<file path="src/rtl/fetch_pkg.sv">
// rtl/fetch_pkg.sv - shared state type and word constants for the instruction fetch slice
package fetch_pkg;

  typedef enum logic [1:0] {
    IDLE  = 2'd0,
    FETCH = 2'd1,
    HOLD  = 2'd2
  } fetch_state_e;

  localparam int WORD_BYTES  = 4;
  localparam int WORD_W      = 32;
  localparam int INST_ADDR_W = 9;

  // A fetch target must sit on a word boundary.
  function automatic logic misaligned(input logic [1:0] lsbs);
    return lsbs != 2'b00;
  endfunction

endpackage

</file>
<file path="src/rtl/inst_fetch_ctrl_if.sv">
// rtl/inst_fetch_ctrl_if.sv - fetch controller bus: ROM byte port, decode handshake, redirect
// Ports (master = fetch controller):
//   run                                 fetch enable
//   mem_addr, mem_rd_en / mem_byte      ROM byte read request / data one cycle later
//   inst, inst_pc, inst_valid / inst_ready   word to decode over valid/ready
//   redirect_valid, redirect_target     one-cycle flush to a new fetch address
//   align_err                           pulse for a misaligned redirect target
interface inst_fetch_ctrl_if
  import fetch_pkg::*;
#(
  parameter int ADDR_W = INST_ADDR_W
);
  logic              run;
  logic [ADDR_W-1:0] mem_addr;
  logic              mem_rd_en;
  logic [7:0]        mem_byte;
  logic [WORD_W-1:0] inst;
  logic [ADDR_W-1:0] inst_pc;
  logic              inst_valid;
  logic              inst_ready;
  logic              redirect_valid;
  logic [ADDR_W-1:0] redirect_target;
  logic              align_err;

  modport master (
    input  run, mem_byte, inst_ready, redirect_valid, redirect_target,
    output mem_addr, mem_rd_en, inst, inst_pc, inst_valid, align_err
  );

  modport slave (
    output run, mem_byte, inst_ready, redirect_valid, redirect_target,
    input  mem_addr, mem_rd_en, inst, inst_pc, inst_valid, align_err
  );
endinterface

</file>
<file path="src/rtl/inst_byte_pack.sv">
// rtl/inst_byte_pack.sv - four byte slots assembled big-endian into one instruction word
// Ports:
//   clk, reset          clock, synchronous active-high reset
//   clear               discard all slots (flush)
//   wr_en, wr_slot      write wr_byte into slot wr_slot (slot 0 is the MSB)
//   wr_byte             byte to store
//   word                {slot0,slot1,slot2,slot3}, including this cycle's write
module inst_byte_pack
  import fetch_pkg::*;
(
  input  logic              clk,
  input  logic              reset,
  input  logic              clear,
  input  logic              wr_en,
  input  logic [1:0]        wr_slot,
  input  logic [7:0]        wr_byte,
  output logic [WORD_W-1:0] word
);

  logic [7:0] slots [WORD_BYTES];

  always_ff @(posedge clk) begin
    if (reset || clear) begin
      for (int i = 0; i < WORD_BYTES; i++) slots[i] <= '0;
    end else if (wr_en) begin
      slots[wr_slot] <= wr_byte;
    end
  end

  // The byte being written is bypassed into the word so the last byte of an
  // instruction can be latched by the controller in the same cycle it arrives.
  always_comb begin
    word = '0;
    for (int i = 0; i < WORD_BYTES; i++) begin
      word[WORD_W-1-8*i -: 8] = (wr_en && (wr_slot == 2'(i))) ? wr_byte : slots[i];
    end
  end

endmodule

</file>
<file path="src/rtl/inst_fetch_ctrl.sv">
// rtl/inst_fetch_ctrl.sv - fetch sequencer: four byte reads per instruction, valid/ready to decode
// Ports:
//   clk, reset   clock, synchronous active-high reset
//   bus          inst_fetch_ctrl_if master: ROM byte port, decode handshake, redirect, align_err
module inst_fetch_ctrl
  import fetch_pkg::*;
#(
  parameter int                ADDR_W   = INST_ADDR_W,
  parameter logic [ADDR_W-1:0] RESET_PC = '0
) (
  input  logic              clk,
  input  logic              reset,
  inst_fetch_ctrl_if.master bus
);

  fetch_state_e      state, state_n;
  logic [ADDR_W-1:0] pc, pc_n;
  logic [2:0]        k, k_n;          // 0..3 issue reads, 4 is the capture-only cycle
  logic [WORD_W-1:0] inst_q;
  logic [WORD_W-1:0] pack_word;
  logic [ADDR_W-1:0] inst_pc_q;
  logic              inst_valid_q;
  logic              align_err_q;
  logic              handshake;
  logic              capture;
  logic              load_inst;

  assign handshake = inst_valid_q && bus.inst_ready;

  // A byte returns one cycle after its read, so k=1..4 captures slot k-1.
  // The byte returning in the first cycle after a redirect lands at k=0 and is dropped.
  assign capture = (state == FETCH) && (k != 3'd0) && !bus.redirect_valid;

  assign bus.mem_rd_en  = (state == FETCH) && !k[2];
  assign bus.mem_addr   = pc + ADDR_W'(k[1:0]);
  assign bus.inst       = inst_q;
  assign bus.inst_pc    = inst_pc_q;
  assign bus.inst_valid = inst_valid_q;
  assign bus.align_err  = align_err_q;

  inst_byte_pack u_pack (
    .clk     (clk),
    .reset   (reset),
    .clear   (bus.redirect_valid),
    .wr_en   (capture),
    .wr_slot (2'(k - 3'd1)),
    .wr_byte (bus.mem_byte),
    .word    (pack_word)
  );

  always_comb begin
    state_n   = state;
    pc_n      = pc;
    k_n       = k;
    load_inst = 1'b0;
    case (state)
      IDLE: begin
        if (bus.run) begin
          state_n = FETCH;
          k_n     = 3'd0;
        end
      end
      FETCH: begin
        if (k == 3'd4) begin
          state_n   = HOLD;
          k_n       = 3'd0;
          load_inst = 1'b1;
        end else begin
          k_n = k + 3'd1;
        end
      end
      HOLD: begin
        if (handshake) begin
          pc_n    = pc + ADDR_W'(WORD_BYTES);
          state_n = bus.run ? FETCH : IDLE;
          k_n     = 3'd0;
        end
      end
      default: begin
        state_n = IDLE;
        k_n     = 3'd0;
      end
    endcase
    // Redirect overrides everything; a simultaneous handshake still retires the
    // current word on the decode side, but the target replaces pc+4.
    if (bus.redirect_valid) begin
      pc_n      = {bus.redirect_target[ADDR_W-1:2], 2'b00};
      state_n   = bus.run ? FETCH : IDLE;
      k_n       = 3'd0;
      load_inst = 1'b0;
    end
  end

  always_ff @(posedge clk) begin
    if (reset) begin
      state        <= IDLE;
      pc           <= RESET_PC;
      k            <= '0;
      inst_q       <= '0;
      inst_pc_q    <= '0;
      inst_valid_q <= 1'b0;
      align_err_q  <= 1'b0;
    end else begin
      state       <= state_n;
      pc          <= pc_n;
      k           <= k_n;
      align_err_q <= bus.redirect_valid && misaligned(bus.redirect_target[1:0]);
      if (load_inst) begin
        inst_q       <= pack_word;
        inst_pc_q    <= pc;
        inst_valid_q <= 1'b1;
      end else if (handshake || bus.redirect_valid) begin
        inst_valid_q <= 1'b0;
      end
    end
  end

endmodule

</file>
<file path="src/flat_wrapper.sv">
// flat-port wrapper written by rule: the top's interface ports become plain ports
module inst_fetch_ctrl_flat import fetch_pkg::*;
#(
  parameter int                ADDR_W   = INST_ADDR_W,
  parameter logic [ADDR_W-1:0] RESET_PC = '0
)
  (clk, reset, bus_run, bus_mem_byte, bus_inst_ready, bus_redirect_valid, bus_redirect_target, bus_mem_addr, bus_mem_rd_en, bus_inst, bus_inst_pc, bus_inst_valid, bus_align_err);
  inst_fetch_ctrl_if #(.ADDR_W(ADDR_W)) bus_i ();
  input  logic clk;
  input  logic reset;
  input wire logic [$bits(bus_i.run)-1:0] bus_run;
  input wire logic [$bits(bus_i.mem_byte)-1:0] bus_mem_byte;
  input wire logic [$bits(bus_i.inst_ready)-1:0] bus_inst_ready;
  input wire logic [$bits(bus_i.redirect_valid)-1:0] bus_redirect_valid;
  input wire logic [$bits(bus_i.redirect_target)-1:0] bus_redirect_target;
  output wire logic [$bits(bus_i.mem_addr)-1:0] bus_mem_addr;
  output wire logic [$bits(bus_i.mem_rd_en)-1:0] bus_mem_rd_en;
  output wire logic [$bits(bus_i.inst)-1:0] bus_inst;
  output wire logic [$bits(bus_i.inst_pc)-1:0] bus_inst_pc;
  output wire logic [$bits(bus_i.inst_valid)-1:0] bus_inst_valid;
  output wire logic [$bits(bus_i.align_err)-1:0] bus_align_err;
  assign bus_i.run = bus_run;
  assign bus_i.mem_byte = bus_mem_byte;
  assign bus_i.inst_ready = bus_inst_ready;
  assign bus_i.redirect_valid = bus_redirect_valid;
  assign bus_i.redirect_target = bus_redirect_target;
  assign bus_mem_addr = bus_i.mem_addr;
  assign bus_mem_rd_en = bus_i.mem_rd_en;
  assign bus_inst = bus_i.inst;
  assign bus_inst_pc = bus_i.inst_pc;
  assign bus_inst_valid = bus_i.inst_valid;
  assign bus_align_err = bus_i.align_err;
  inst_fetch_ctrl #(.ADDR_W(ADDR_W), .RESET_PC(RESET_PC)) u_core (.clk(clk), .reset(reset), .bus(bus_i));
endmodule
</file>
<file path="config.mk">
export PLATFORM = sky130hd
export DESIGN_NAME = inst_fetch_ctrl_flat
export DESIGN_NICKNAME = d
export VERILOG_FILES = /design/src/rtl/fetch_pkg.sv /design/src/rtl/inst_fetch_ctrl_if.sv /design/src/rtl/inst_byte_pack.sv /design/src/rtl/inst_fetch_ctrl.sv /design/src/flat_wrapper.sv
export SDC_FILE = /design/constraint.sdc
export NUM_CORES = 1
export LEC_CHECK = 0
export BUFFER_PORTS_ARGS = -buffer_cell sky130_fd_sc_hd__buf_2
export CAP_MARGIN = 20
export CORE_UTILIZATION = 58
export CTS_CLUSTER_DIAMETER = 40
export DETAILED_ROUTE_END_ITERATION = 8
export HOLD_SLACK_MARGIN = 0.05
export PLACE_DENSITY = 0.84
export SLEW_MARGIN = 20
export SYNTH_ARGS = -nofsm -noshare
export SYNTH_HDL_FRONTEND = slang
export SYNTH_SLANG_ARGS = --single-unit
</file>
<file path="constraint.sdc">
create_clock -name clk -period 4.5 [get_ports clk]
set_input_delay 0.225 -clock clk [delete_from_list [all_inputs] [get_ports clk]]
set_output_delay 0.225 -clock clk [all_outputs]
set_load 0.02 [all_outputs]
</file>
==> metrics.csv, run 1 <==
metric,value,unit
swShare,23.1,%
via_per_inst,5.24,
seq_area_frac_synth,58.2,%
dr.pass1.iters,4,
dp_hpwl,4.39,mm
fin_nets,426,
slew_headroom,45.3,%
p_comb_share,5.4,%
syn_area,0.00347,sq mm
cellLeakagePower,0.00174,uW
yosysWarnings,0,
synth_ff_type,dfxtp_1,
wl,6.56,mm
grt_pass1_vias,2110,
rrSetupSlack,2190,ps
ir_drop,0.194,mV
cts_root_buffer,clkbuf_8,
drive_gt1_share,26.6,%
layout_common_cells,"buf_2, nand2_1, dfxtp_1, a21oi_1, edfxtp_1",
route.detailed.drc,0,
antenna_found_initial,0,
final_common_cell,buf_2,
gp_congestion,0.842,
die_w,79.4,microns
dpl.cell_count,462,
hold_depth,3,
ctsResizeCount,0,
wl_per_cell,13.7,microns
critPathKind,register to register,
cts_tree,done,
core,0.00564,sq mm
h-tree-depth,3,
pin_count,75,
arrival,2310,ps
cp_max_fo,12,
power.internal,1050,uW
syn_area_per_cell,10.3,sq um
grt_first_pass_wirelength,10.5,mm
async_flop_share,0,%
fillers,412,
worst_setup_path_end_kind,register,
grt_max_degree,46,
r2r_cells,6,
holdCritPathClass,input port to register,
synth-edff-count,32,
hold_viol,0,
p_switching,316,uW
synth_compound_area_share,10.4,%
worst_pin_slew,820,ps
insertedDiodeCount,0,
portBuffers,72,
min_period,2310,ps
cts_setup_buffers,0,
clock_sinks,85,
cts_hold_buf,0,
ys_types,45,
cts_buffer_depth,2,
status,"complete, no violations",
finalSetupViolCount,0,
fmax,0.433,GHz
finalSetupTns,0,ps
synth_fa_ha_area_share,1.08,%
vias,2505,
startpoint_type,register,
clkPwrFrac,34.3,%
synthCells,337,
start_util,61.6,%
clk_latency,350,ps
seq_power_share,60.3,%
rsz0062_at_grt,false,
clkSlewWorstSetupHoldPaths,80,ps
synth.area.mux_share,2.92,%
synth_top_family_by_area,simple AND/OR/NAND/NOR gates,
area_growth,14.9,%
maxCapViolations,0,
chipHeight,79.4,microns
grt_remaining_overflow,0,
ys_seq_elements,85,
synthXorXnorAreaFrac,1.01,%
fp.dieArea,0.00630,sq mm
track_usage,22.2,%
slew_violations,0,
cts_buffers,9,
critPathRequiredTime,4500,ps
rows,27,
min_period_over_period,51.4,%
ant_nets,0,
power_density,342,mW/mm^2
finalClockSkew,6.98,ps
detail_route.iter0.violations,171,
yosys.area_share.simple,22.3,%
fin_cells,478,
## per-layer routing
layer | part of all wire, % | wire length (microns) | vias up | global-route usage, %
li1 | - | - | 1261 | -
met2 | 46 | 3030 | 76 | 33.1
met5 | 0 | 0 | - | 0
met1 | 46 | 3040 | 1159 | 30.7
met4 | 1.7 | 114 | 0 | 10.2
met3 | 5.8 | 379 | 9 | 5.37
## state kept, by name, summed over array words and instances (netlist names)
name and flops:
bus_inst 24, u_core.bus.align_err 1, u_core.pc 7, u_core.u_pack.slots 32, u_core.bus.inst_pc 7, u_core.state 2, u_core.bus.inst 8, u_core.bus.inst_valid 1
u_core.k 3
## cells by family (layout without fill, tap and decap cells)
group,count (synthesis),count (layout)
adder cells (fa/ha/maj),3,3
multiplexers,10,10
buffers and inverters,27,95
flip-flops,85,85
other,1,2
XOR/XNOR,4,4
AO/OA/AOI/OAI,61,61
AND/OR/NAND/NOR,146,146
## layout make-up
class,instances,area (sq um),share of cell area (%)
clock inverter,5,27.5,0.689
inverter,6,22.5,0.564
sequential,85,2020,50.6
multi-input combinational,226,1320,33.1
tap,72,90.1,2.26
timing repair buffer,73,368,9.21
clock buffer,11,141,3.54
## cell usage after synthesis (5+ instances only)
cell type / instances / area share (%)
nand2_1: 69 / 7.5
dfxtp_1: 53 / 31
a21oi_1: 39 / 5.6
edfxtp_1: 32 / 28
and2_1: 24 / 4.3
nor2_1: 17 / 1.8
mux2i_1: 9 / 2.6
and2_2: 8 / 1.7
buf_2: 8 / 1.2
clkbuf_1: 7 / 0.76
o2bb2ai_1: 7 / 1.8
inv_1: 6 / 0.65
buf_4: 5 / 1.1
nand2b_1: 5 / 0.90
## worst max-delay path, cell delays in order, from the launching register on
cell	delay (ps)
dfxtp_1	440
inv_1	140
ha_1	270
nand2b_1	150
and3_4	270
and3_2	310
nand2b_1	390
## path summary, 6_finish.rpt
kind / start / to
setup reg to reg: u_core.k[0] / u_core.u_pack.slots[0][1]
hold / removal: bus_redirect_target[7] / u_core.pc[7]
setup / recovery: u_core.k[0] / u_core.u_pack.slots[0][1]
hold reg to reg: bus_inst[19] / bus_inst[19]
## power groups by stage
stage | logic [uW] | registers [uW] | clock network [uW]
3_5_place_dp | 73.2 | 841 | 0
5_1_grt | 81.2 | 826 | 504
2_1_floorplan | 44.1 | 844 | 0
3_3_place_gp | 72.5 | 841 | 0
4_1_cts | 73.7 | 824 | 473
6_report | 73.4 | 824 | 469
## per-stage QoR
step	area [sq um]	utilization (%)	hold slack, ps	total power (uW)	worst slack, ps
floorplan	3480	-	364	888	2450
global placement	3820	67.7	440	913	2260
detailed placement	3820	67.7	443	915	2170
CTS	3990	70.7	104	1370	2110
global route	3990	70.8	106	1410	2040
finish	3990	70.8	112	1370	2190
(Power assumes the default switching activity.)
==> inputs of run 2 (changes only) <==
CORE_UTILIZATION = 48   (was 58)
PLACE_DENSITY = 0.75   (was 0.84)
clock period = 2.1 ns   (was 4.5 ns; I/O delays follow)
==> run 2 against run 1 <==
Compared with the run above: cell count rose by 7.9%; worst hold slack got worse by 40 ps; cell area rose by 5.0%; sequential power rose by 110%; via count rose by 2.8%; first-iteration DRC count fell by 23%; clock power rose by 140%; critical path depth did not move; combinational power rose by 140%; largest power group unchanged.
==> metrics.csv, run 2 (synthesized netlist as in run 1, its figures left out) <==
metric,value,unit,change
slew_violations,0,,unchanged
cts_buffer_depth,2,,unchanged
finalSetupViolCount,0,,unchanged
rsz0062_at_grt,false,,unchanged
clkSlewWorstSetupHoldPaths,80,ps,about the same
fp.dieArea,0.00758,sq mm,was 0.00630 sq mm
preCtsSetupSlack,58.8,ps,was 2170 ps
h-tree-depth,3,,unchanged
min_period_over_period,92.1,%,was 51.4%
detail_route.iter0.violations,131,,was 171
insertedDiodeCount,0,,unchanged
fillers,611,,was 412
design_area,0.00419,sq mm,was 0.00399 sq mm
area_growth,20.7,%,was 14.9%
arrival,1980,ps,was 2310 ps
fin_nets,440,,was 426
worst_pin_slew,623,ps,was 820 ps
critPathRequiredTime,2150,ps,was 4500 ps
ant_nets,0,,unchanged
antenna_found_initial,0,,unchanged
fmax,0.517,GHz,was 0.433 GHz
maxCapViolations,0,,unchanged
hold_viol,0,,unchanged
track_usage,20.0,%,was 22.2%
power_density,734,mW/mm^2,was 342 mW/mm^2
slew_headroom,58.2,%,was 45.3%
startpoint_type,register,,unchanged
gp_congestion,0.790,,was 0.842
grt_max_degree,45,,was 46
via_per_inst,4.99,,was 5.24
holdCritPathClass,input port to register,,unchanged
critPathKind,register to register,,unchanged
ir_drop,0.443,mV,was 0.194 mV
top_register,u_core.u_pack.slots,,unchanged
die_w,87.1,microns,was 79.4 microns
dr.pass1.iters,4,,unchanged
pin_count,75,,unchanged
cts_setup_buffers,0,,unchanged
grt_first_pass_wirelength,11.4,mm,was 10.5 mm
holdWs,71.8,ps,was 112 ps
cts_tree,done,,unchanged
finalSetupTns,0,ps,unchanged
clk_latency,350,ps,about the same
cts_root_buffer,clkbuf_8,,unchanged
portBuffers,72,,unchanged
min_period,1940,ps,was 2310 ps
vias,2576,,"was 2,505"
grt_remaining_overflow,0,,unchanged
dp_hpwl,4.97,mm,was 4.39 mm
finalClockSkew,10.8,ps,was 6.98 ps
chipHeight,87.1,microns,was 79.4 microns
status,"complete, no violations",,unchanged
layout_common_cells,"buf_2, nand2_1, dfxtp_1, a21oi_1, edfxtp_1",,unchanged
cellLeakagePower,0.00182,uW,was 0.00174 uW
final_common_cell,buf_2,,unchanged
route.detailed.drc,0,,unchanged
rows,30,,was 27
largest_reg_flops,32,,unchanged
cp_max_fo,12,,unchanged
core,0.00691,sq mm,was 0.00564 sq mm
clock_sinks,85,,unchanged
dpl_cell_area,0.00392,sq mm,was 0.00382 sq mm
grt_pass1_vias,2400,,"was 2,110"
worst_slack,165,ps,was 2190 ps
start_util,50.3,%,was 61.6%
drive_gt1_share,28.1,%,was 26.6%
wl,7.03,mm,was 6.56 mm
wl_per_cell,13.6,microns,was 13.7 microns
worst_setup_path_end_kind,register,,unchanged
cts_buffers,9,,unchanged
[run 2: changes by cell type in the layout (fill, tap and decap cells not counted), sizes merged]
| cell | change |
|---|---|
| clkinv | -3 |
| inv | +3 |
| buf | +7 |
| dlygate4sd3 | +7 |
[run 2: through the flow]
stage               power (uW)  std cells  util [%]
finish                    3080        516      60.7
global route              3180        516      60.7
CTS                       3090        516      60.6
detailed placement        1970        493      56.7
global placement          1970        493      56.7
floorplan                 1900        338         -
[run 2: repair_timing]
item,4_1_cts,5_1_grt
endpoints found under the setup margin,0,24
endpoints found under the hold margin,6,0
gates resized for setup,0,3
hold buffers,7,0
[run 2: area by class of cell]
type | count | area [sq um] | area share, %
Inverter | 6 | 22.5 | 0.537
Multi-Input combinational cell | 226 | 1330 | 31.6
Timing Repair Buffer | 87 | 503 | 12.0
Clock buffer | 11 | 163 | 3.88
Sequential cell | 85 | 2020 | 48.2
Tap cell | 96 | 120 | 2.86
Clock inverter | 5 | 37.5 | 0.895
[run 2: worst max-delay path, stage by stage (launching register included)]
cell,delay [ps]
dfxtp_1,390
inv_1,70
ha_1,240
nand2b_1,160
and3_4,260
and3_2,260
nand2b_2,250
[run 2: worst paths after layout]
kind,start,slack [ps],depth (start not counted),end
worst min-delay path,bus_mem_byte[6],70,3,u_core.bus.inst[6]
worst max-delay path,u_core.k[1],160,6,u_core.u_pack.slots[1][5]
worst max register to register,u_core.k[1],160,6,u_core.u_pack.slots[1][5]
worst min register to register,u_core.bus.inst_pc[4],450,2,u_core.bus.inst_pc[4]
[run 2: routing by layer]
layer | track usage, % | part of all wire [%] | vias up
met5 | 0 | 0 | -
met4 | 10.2 | 2.4 | 0
met3 | 4.74 | 4.5 | 16
met2 | 32.6 | 48 | 72
met1 | 24.9 | 45 | 1197
li1 | - | - | 1291
[run 2: report_power, final]
group / leakage [uW] / switching [uW] / internal, uW
sequential: 0.000786 / 23.0 / 1740
combinational: 0.000930 / 111 / 68.7
clock: 0.000102 / 591 / 542
==> inputs of run 3 (changes only) <==
==> constraint.sdc (replaced) <==
create_clock -name clk -period 2.1 [get_ports clk]
set_input_delay 0.21 -clock clk [delete_from_list [all_inputs] [get_ports clk]]
set_output_delay 0.21 -clock clk [all_outputs]
set_load 0.02 [all_outputs]
==> run 3 against run 2 <==
Compared with the run above: setup slack better by 20 ps; die area unchanged; count of clock-buffer cells in the layout unchanged; wire length down 3.1%; global-route usage down 0.60 points; largest cell class unchanged; highest routed layer unchanged.
==> metrics.csv, run 3 (synthesized netlist as in run 1, its figures left out) <==
metric,value,unit,change
portBuffers,72,,unchanged
grt_pass1_vias,2251,,"was 2,400"
register_area,0.00202,sq mm,unchanged
r2r_cells,6,,unchanged
final_common_cell,buf_2,,unchanged
rows,30,,unchanged
hold_viol,0,,unchanged
area_growth,19.1,%,was 20.7%
critPathCapture,u_core.u_pack.slots[1][7],,was u_core.u_pack.slots[1][5]
design_area,0.00414,sq mm,was 0.00419 sq mm
pin_count,75,,unchanged
via_per_inst,4.86,,was 4.99
critPathRequiredTime,2150,ps,about the same
slew_headroom,58.0,%,was 58.2%
crit_start,u_core.k[0],,was u_core.k[1]
h-tree-depth,3,,unchanged
cts_buffers,9,,unchanged
grt.busiest_layer,met2,,unchanged
grt_use_met2,30.6,%,was 32.6%
cts_root_buffer,clkbuf_8,,unchanged
fin_cells,510,,was 516
cts_buffer_depth,2,,unchanged
cp_max_fo,12,,unchanged
cellLeakagePower,0.00180,uW,was 0.00182 uW
ant_nets,0,,unchanged
min_period,1910,ps,was 1940 ps
status,"complete, no violations",,unchanged
antenna_found_initial,0,,unchanged
fin_nets,434,,was 440
insertedDiodeCount,0,,unchanged
dpl.cell_count,494,,was 493
cts_hold_buf,0,,was 7
route.detailed.drc,0,,unchanged
grt_max_degree,45,,unchanged
finalSetupViolCount,0,,unchanged
clk_latency,350,ps,about the same
power_density,762,mW/mm^2,was 734 mW/mm^2
chipHeight,87.1,microns,unchanged
fmax,0.522,GHz,was 0.517 GHz
holdWs,88.4,ps,was 71.8 ps
slew_violations,0,,unchanged
top_register,u_core.u_pack.slots,,unchanged
timing.rr.end,u_core.u_pack.slots[1][7],,was u_core.u_pack.slots[1][5]
detail_route.iter0.violations,185,,was 131
arrival,1960,ps,was 1980 ps
grtUsageMet3,4.64,%,was 4.74%
largest_reg_flops,32,,unchanged
finalSetupTns,0,ps,unchanged
grt_first_pass_wirelength,11.0,mm,was 11.4 mm
dpl_cell_area,0.00391,sq mm,was 0.00392 sq mm
clkSlewWorstSetupHoldPaths,80,ps,about the same
grt_remaining_overflow,0,,unchanged
cts_tree,done,,unchanged
drive_gt1_share,28.7,%,was 28.1%
critPathKind,register to register,,unchanged
worst_setup_path_end_kind,register,,unchanged
track_usage,19.4,%,was 20.0%
die_w,87.1,microns,unchanged
layout_common_cells,"buf_2, nand2_1, dfxtp_1, a21oi_1, edfxtp_1",,unchanged
maxCapViolations,0,,unchanged
fillers,619,,was 611
rr_startpoint,u_core.k[0],,was u_core.k[1]
holdCritPathClass,input port to register,,unchanged
dp_hpwl,4.88,mm,was 4.97 mm
multi_input_area,0.00133,sq mm,unchanged
worst_pin_slew,626,ps,was 623 ps
min_period_over_period,91.2,%,was 92.1%
ir_drop,0.450,mV,was 0.443 mV
grt_util_met1,25.3,%,was 24.9%
rrSetupSlack,190,ps,was 160 ps
startpoint_type,register,,unchanged
wl_per_cell,13.4,microns,was 13.6 microns
start_util,50.3,%,unchanged
core,0.00691,sq mm,unchanged
dr.pass1.iters,5,,was 4
wl,6.82,mm,was 7.03 mm
finalClockSkew,8.25,ps,was 10.8 ps
clock_sinks,85,,unchanged
rsz0062_at_grt,false,,unchanged
fp.dieArea,0.00758,sq mm,unchanged
gp_congestion,0.794,,was 0.790
vias,2481,,"was 2,576"
==> run 3: cell count changes in the layout (fill, tap and decap cells not counted) <==
cell / previous run / this run
clkinv_2: 0 / 2
dlygate4sd3_1: 7 / 0
buf_4: 7 / 9
bufinv_16: 0 / 1
inv_6: 1 / 0
inv_4: 2 / 0
buf_12: 1 / 0
==> run 3: report_power, final <==
group / internal, uW / leakage (uW) / total, uW / switching (uW)
combinational: 59.8 / 0.000902 / 167 / 107
clock: 652 / 0.000110 / 1220 / 572
sequential: 1740 / 0.000786 / 1760 / 22.5
total: 2450 / 0.00180 / 3150 / 701
==> run 3: metrics by stage <==
stage / total power, uW / setup WS, ps / utilization [%]
after global placement: 1960 / 163 / 56.6
after global routing: 3260 / 32.4 / 59.9
after CTS: 3180 / 71.4 / 59.8
after detailed placement: 1970 / 90.3 / 56.6
after floorplan: 1900 / 52.6 / -
final: 3150 / 185 / 59.9
==> run 3: routing by layer <==
metal / routed length, microns / vias to the layer above / part of all wire (%)
met4: 129 / 0 / 1.9
met5: 0 / - / 0
met2: 3180 / 63 / 47
met3: 341 / 10 / 5.0
li1: - / 1282 / -
met1: 3170 / 1126 / 46
==> run 3: worst min-delay path by stage <==
stage	start	end	cells past startpoint
after floorplan	bus_redirect_target[7]	u_core.pc[7]	2
after global placement	u_core.bus.inst_pc[2]	u_core.bus.inst_pc[2]	2
after detailed placement	bus_inst[29]	bus_inst[29]	2
after CTS	bus_redirect_target[2]	u_core.pc[2]	3
after global routing	bus_redirect_target[7]	u_core.pc[7]	3
final	bus_redirect_target[3]	u_core.pc[3]	3
==> run 3: area by class of cell <==
| type | instances | share of cell area [%] |
|---|---|---|
| repair buffers | 81 | 10.3 |
| inverters | 6 | 0.544 |
| flip-flops and latches | 85 | 48.9 |
| multi-input cells | 226 | 32.1 |
| clock buffers | 11 | 3.93 |
| clock inverters | 5 | 1.36 |
| well taps | 96 | 2.90 |
==> run 3: repair_timing <==
item	4_1_cts	5_1_grt
setup buffers	0	0
resized for setup	0	3
setup endpoints to repair	0	24
==> run 3: worst max-delay path, cell delays in order, from the launching register on <==
cell and delay, ps:
dfxtp_1 330, inv_1 90, ha_1 260, nand2b_1 160, and3_4 270, and3_2 260, nand2b_2 250
